===== src/rtl/instr_fetch_unit.sv =====
// instr_fetch_unit: PC owner and instruction register, fetching one word per instruction over req/ready
module instr_fetch_unit #(
   parameter logic [31:0] PC_RESET  = 32'h0040_0000,
   parameter bit          IMEM_WAIT = 1'b0
) (
   input  logic        clk,
   input  logic        reset,
   output logic        imem_req,
   output logic [31:0] imem_addr,
   input  logic        imem_ready,
   input  logic [31:0] imem_rdata,
   output logic [31:0] instr,
   output logic [5:0]  op,
   output logic [5:0]  func,
   output logic        instr_valid,
   output logic [31:0] pc,
   output logic [31:0] pc_plus4,
   input  logic        advance,
   input  logic        jump,
   input  logic        jr,
   input  logic        brancheq,
   input  logic        branchne,
   input  logic        zero,
   input  logic [31:0] rs_data,
   output logic        addr_err
);
   typedef enum logic [1:0] {IDLE, FETCH, CAPT, HOLD} state_t;
   state_t      state_q, state_d;
   logic [31:0] pc_q, pc_d, instr_q, instr_d, next_pc, br_off;
   logic        imem_req_q, imem_req_d, instr_valid_q, instr_valid_d, addr_err_q, addr_err_d, taken;
   assign pc_plus4    = pc_q + 32'd4;
   assign taken       = (brancheq & zero) | (branchne & ~zero);
   assign br_off      = {{14{instr_q[15]}}, instr_q[15:0], 2'b00};
   assign next_pc     = jr    ? {rs_data[31:2], 2'b00} :
                        jump  ? {pc_plus4[31:28], instr_q[25:0], 2'b00} :
                        taken ? pc_plus4 + br_off : pc_plus4;
   assign imem_req    = imem_req_q;
   assign imem_addr   = pc_q;
   assign instr       = instr_q;
   assign op          = instr_q[31:26];
   assign func        = instr_q[5:0];
   assign instr_valid = instr_valid_q;
   assign pc          = pc_q;
   assign addr_err    = addr_err_q;
   always_comb begin
      state_d       = state_q;
      pc_d          = pc_q;
      instr_d       = instr_q;
      imem_req_d    = imem_req_q;
      instr_valid_d = instr_valid_q;
      addr_err_d    = addr_err_q;
      case (state_q)
         IDLE: begin
            state_d    = FETCH;
            imem_req_d = 1'b1;
         end
         FETCH: if (imem_ready) begin
            imem_req_d = 1'b0;
            if (IMEM_WAIT) state_d = CAPT;
            else begin
               instr_d       = imem_rdata;
               instr_valid_d = 1'b1;
               state_d       = HOLD;
            end
         end
         CAPT: begin
            instr_d       = imem_rdata;
            instr_valid_d = 1'b1;
            state_d       = HOLD;
         end
         HOLD: if (advance) begin
            pc_d          = next_pc;
            instr_valid_d = 1'b0;
            imem_req_d    = 1'b1;
            state_d       = FETCH;
            addr_err_d    = addr_err_q | (jr & (rs_data[1:0] != 2'b00));
         end
         default: state_d = IDLE;
      endcase
   end
   always_ff @(posedge clk) begin
      if (reset) begin
         state_q       <= IDLE;
         pc_q          <= PC_RESET;
         instr_q       <= 32'd0;
         imem_req_q    <= 1'b0;
         instr_valid_q <= 1'b0;
         addr_err_q    <= 1'b0;
      end else begin
         state_q       <= state_d;
         pc_q          <= pc_d;
         instr_q       <= instr_d;
         imem_req_q    <= imem_req_d;
         instr_valid_q <= instr_valid_d;
         addr_err_q    <= addr_err_d;
      end
   end
endmodule

===== config.mk =====
export PLATFORM = sky130hd
export DESIGN_NAME = instr_fetch_unit
export DESIGN_NICKNAME = d
export VERILOG_FILES = /design/src/rtl/instr_fetch_unit.sv
export SDC_FILE = /design/constraint.sdc
export NUM_CORES = 1
export LEC_CHECK = 0
export BUFFER_PORTS_ARGS = -buffer_cell sky130_fd_sc_hd__buf_2
export CAP_MARGIN = 25
export CORE_UTILIZATION = 46
export DETAILED_ROUTE_END_ITERATION = 8
export PLACE_DENSITY_LB_ADDON = 0.15
export SLEW_MARGIN = 10
export SYNTH_ARGS = -nofsm -noshare
export SYNTH_HDL_FRONTEND = slang
export SYNTH_SLANG_ARGS = --single-unit

===== constraint.sdc =====
create_clock -name clk -period 3.5 [get_ports clk]
set_clock_uncertainty 0.15 [all_clocks]
set_input_delay 0.7 -clock clk [delete_from_list [all_inputs] [get_ports clk]]
set_output_delay 0.7 -clock clk [all_outputs]
set_load 0.02 [all_outputs]

# Word level (Yosys, flattened, before mapping)
# Index checks and enable logic that the tools add are counted.
# Widths: inputs -> output; s select.
# op_classes
n_addsub	2
n_eq_ne	5
mux	14
bitwise_logic	6
reduce_logical	10
# op_table
operator	count
$mux 32	4
$pmux 32 s2	1
$add 32x3->32 const B	1
$add 32x32->32	1
$pmux 2 s4	1
$pmux 1 s3	2
$reduce_and 2->1	3
$reduce_and 3->1	2
$reduce_bool 3->1	2
$eq 2x2->1 const B	2
$mux 1	4
$mux 2	2
$ne 2x2->1 const B	2
$reduce_bool 2->1	2
$and 1x1->1	3
$eq 2x1->1 const B	1
$logic_not 2->1	1
$or 1x1->1	2
$not 1->1	1
# word_totals
ff_bits	69
output_inout_bits	143
wordCells	43

# Logic depth before layout (Yosys ltp)
# depth
word_depth	6
ltp_mapped	17

# Worst setup path before layout
# Ideal clock, no wire load.
# synth_path
path_kind	register to register
from	reg pc_q[3], in the netlist imem_addr[3]
to	reg pc_q[31], in the netlist imem_addr[31]
setup_ns	0.086
t_arrival_ns	4.056
t_required_ns	3.264
slack_ns	-0.792
path_stages_with_launch	17
n_path_buf	2
path_cell_list	dfxtp_1 -> ha_1 -> nand4_1 -> or4_1 -> buf_2 -> nor2_1 -> nand4_1 -> xnor2_1 -> ha_1 -> clkbuf_1 -> nand2_1 -> or4_1 -> a211o_1 -> a31oi_1 -> o31ai_1 -> xor2_1 -> a211oi_1
# synth_via
elab_chain_len	5
# synth_lines
element	line	source
start: declaration	29	logic [31:0] pc_q, pc_d, instr_q, instr_d, next_pc, br_off;
start signal: assignment	91	pc_q <= pc_d;
$add 32x3->32	31	assign pc_plus4 = pc_q + 32'd4;
via pc_plus4[22]	17	output logic [31:0] pc_plus4,
$add 32x32->32	36	taken ? pc_plus4 + br_off : pc_plus4;
$mux 32	36	
$mux 32	35	jump ? {pc_plus4[31:28], instr_q[25:0], 2'b00} :
$mux 32	34	assign next_pc = jr ? {rs_data[31:2], 2'b00} :
# The timed path passes the listed nets, and every way through them passes these cells.
# A chain may end at the register's enable or synchronous reset.

# Final worst setup path
# layout_path
from	reg pc_q[15], in the netlist imem_addr[15]
to	reg pc_q[29], in the netlist imem_addr[29]
# layout_via
elab_chain_len	5
# layout_lines
element	line
$add 32x3->32 *	31
$add 32x32->32	36
$mux 32	36
$mux 32 *	35
$mux 32 *	34
# Mark *: on every way between the ends. The rest lies on a longest branch, timed or not.

==> flow_metrics.py <==
metrics = {
    "outcome": {
        "status": "finished, violations left",
        "violations": "setup timing",
    },
    "finish": {
        "diodes": 0,
        "nNetsFinal": 1238,
        "utilization": 0.739,
        "final_common_cell": "buf_2",
        "stdcell_area_um2": 8950,
        "area_delta_synth_final_pct": 55.1,
        "instances_no_fill": 1297,
        "mostFrequentLayoutCells": "buf_2 (209), buf_4 (171), nand2_1 (135), a21oi_1 (84), dfxtp_1 (53)",
        "drive_above_1_share": 0.468,
    },
    "place": {
        "place_area_um2": 7900,
        "place_ws_ps": -380,
        "portBuffers": 209,
        "place_inst": 1265,
        "hpwlAfterDp_um": 17400,
        "gp_congestion": 0.957,
    },
    "flow_run": {
        "maxCapViolCount": 0,
    },
    "worst_setup_path": {
        "critPathMaxFanout": 5,
        "cp.required_ps": 3610,
        "crit_buf_inv": 2,
        "path_cells": "nand4_1 > or4_4 > buf_6 > or4_4 > nand2_4 > ha_4 > o21ai_2 > o21bai_1 > a211oi_2 > o31ai_2 > buf_4 > a31oi_2 > xnor2_1 > nand2_1 > a311oi_1",
        "cp-end-kind": "flip-flop",
        "crit_cells": 15,
        "crit_type": "flip-flop to flip-flop",
        "cp-start-kind": "flip-flop",
        "worst_ep_arrival_time_ps": 3860,
        "worst_path_most_repeated_cell": "or4_4",
        "slowest_stage": "or4_4",
        "crit_path_max_incr_delay_ps": 610,
        "critPathTopFamily": "simple AND/OR/NAND/NOR gates",
        "rr_worst_depth": 15,
    },
    "detailed_routing": {
        "firstDrtPassIters": 6,
        "drc": 0,
        "wl_um": 24100,
        "vias": 7417,
        "drt_iter0_markers": 819,
        "postRouteAntennaNets": 0,
        "via_per_inst": 5.72,
        "routedWlPerCell_um": 18.6,
    },
    "floorplanning": {
        "start_util": 0.477,
        "core_area_um2": 12100,
        "die-width_um": 114,
        "dieArea_um2": 13000,
        "rows": 40,
        "ios": 216,
        "dieHeight_um": 114,
    },
    "global_route": {
        "grt_pass1_wl_um": 35200,
        "antenna_found_initial": 0,
        "grt_pass1_vias": 6643,
        "grt_usage": 0.351,
        "grt_overflow": 0,
        "grt_max_degree": 51,
    },
    "synth": {
        "ys_async_sr_fraction": 0,
        "yosys_warnings": 0,
        "yosys.area.top_type": "dfxtp_1",
        "seq_area_frac_synth": 0.232,
        "ys.flop_type": "dfxtp_1",
        "synth_edf_count": 0,
        "synth_cells": 810,
        "synth_top_area_share": 0.232,
        "synth-seq-cells": 67,
        "yosys-top-cells-area": "dfxtp_1 (23%), nand2_1 (9.3%), a21oi_1 (8.7%), ha_1 (8.7%), buf_4 (6.4%)",
        "syn_area_um2": 5770,
        "syn_area_per_cell_um2": 7.13,
        "synth_cell_type_count": 60,
    },
    "sta": {
        "rsz0062_at_grt": "true",
        "slew_violations": 0,
        "finalCritPeriodShare": 1.07,
        "min_period_ps": 3750,
        "setup_ws_ps": -248,
        "tightest_slew_ps": 1010,
        "fin_tns_setup_ps": -1210,
        "fmax_mhz": 267,
        "relSlewSlack": 0.312,
        "setup_viol": 10,
        "finalHoldViolations": 0,
    },
    "cts": {
        "cts_htree_levels": 3,
        "clockBufferDepth": 2,
        "clock-sinks": 67,
        "numCtsBuffers": 9,
        "ctsRootBufferMaster": "clkbuf_16",
        "cts.reportedPaths.clkPinSlew_ps": 70,
        "cts_tree": "built",
        "clkLatencyLatePin_ps": 340,
    },
    "pwr": {
        "vdd_drop_max_mv": 0.248,
        "p_leak_nw": 4.34,
        "power_frac_seq": 0.316,
        "swShare": 0.377,
        "p_int_mw": 1.75,
        "clockPowerShare": 0.321,
        "combPwrFrac": 0.362,
        "power_density_nw_per_um2": 313,
        "p_sw_mw": 1.06,
    },
    "min_path": {
        "whs_path_depth": 2,
        "hold_path.class": "flip-flop to flip-flop",
    },
}
power groups by stage:
| stage | registers (mW) | clock network [mW] | logic [mW] |
|---|---|---|---|
| finish | 0.888 | 0.902 | 1.02 |
| floorplan | 0.964 | 0 | 0.495 |
| global route | 0.895 | 0.947 | 1.08 |
| global placement | 0.896 | 0 | 0.905 |
| CTS | 0.883 | 0.904 | 0.932 |
| detailed placement | 0.897 | 0 | 0.910 |
registers in the layout, indices dropped and copies added (netlist names):
| name | count |
|---|---|
| imem_req | 1 |
| addr_err | 1 |
| instr_valid | 1 |
| imem_addr | 30 |
| instr | 32 |
| state_q | 2 |
cells in the mapped netlist (2+ instances only):
cell,n
o21bai_1,4
or4_1,2
or3_1,9
mux2_2,3
o21a_1,5
a31oi_1,12
nor3_1,17
a211o_1,4
xnor2_1,28
o21ai_1,2
a311oi_1,3
nand2_1,143
nand2b_1,6
buf_4,49
nand3_1,20
a21o_1,8
clkbuf_1,33
o21ai_0,45
mux2i_1,6
o31ai_1,7
nor2_1,56
a2111oi_0,2
o211ai_1,9
o22ai_1,6
and3_1,11
a211oi_1,19
o311a_1,2
nor2b_1,4
a21oi_1,100
xor2_1,18
nand4_1,10
dfxtp_1,67
inv_1,20
and2_1,5
o311ai_0,4
ha_1,40
buf_1,3
a222oi_1,3
buf_2,2
o221ai_1,2
a311o_1,2
metrics by stage:
stage	total power [mW]	hold WS, ps
CTS	2.72	316
global route	2.93	343
detailed placement	1.81	308
global placement	1.80	299
floorplan	1.46	350
finish	2.81	318
cell families after synthesis:
family,after synthesis,share of synthesized area
AOI/OAI and AO/OA,248,0.264
xor gates and xnor gates,46,0.0698
adders and majority gates,41,0.0901
buffers and inverters,107,0.102
DFF,67,0.232
muxes,9,0.0163
other,1,0.000649
and+or+nand+nor,291,0.225
worst min-delay path: cells and delay by family, from the launching register on:
kind,cells,cell delay (ps)
simple gates,1,50
compound gates,1,50
flops,1,320
cell type report:
| cell class | instances | area (um2) |
|---|---|---|
| clock buffers | 11 | 254 |
| clock inverters | 5 | 33.8 |
| fillers | 979 | 3160 |
| inverters | 20 | 75.1 |
| multi-input cells | 641 | 4610 |
| flip-flops and latches | 67 | 1380 |
| well taps | 168 | 210 |
| repair buffers | 385 | 2390 |
per-layer routing:
layer  global-route usage  routed length, um
met1                0.485               9980
met2                0.535              10800
met3               0.0887               2560
met4                0.107                753
met5                    0                  0
repair_timing:
| item | CTS | global route |
|---|---|---|
| resized for setup | 25 | 103 |
| setup endpoints to repair | 18 | 23 |
| pin swaps | 26 | 49 |
| buffers inserted | 7 | 9 |
| endpoints found under the hold margin | 0 | 0 |
| hold buffers | 0 | 0 |
final timing paths:
| path | from | to | slack (ps) |
|---|---|---|---|
| setup reg to reg | imem_addr[15] | imem_addr[29] | -250 |
| hold / removal | instr[29] | instr[29] | 320 |
| setup / recovery | imem_addr[15] | imem_addr[29] | -250 |
| hold reg to reg | instr[29] | instr[29] | 320 |
(Power assumes the default switching activity.)
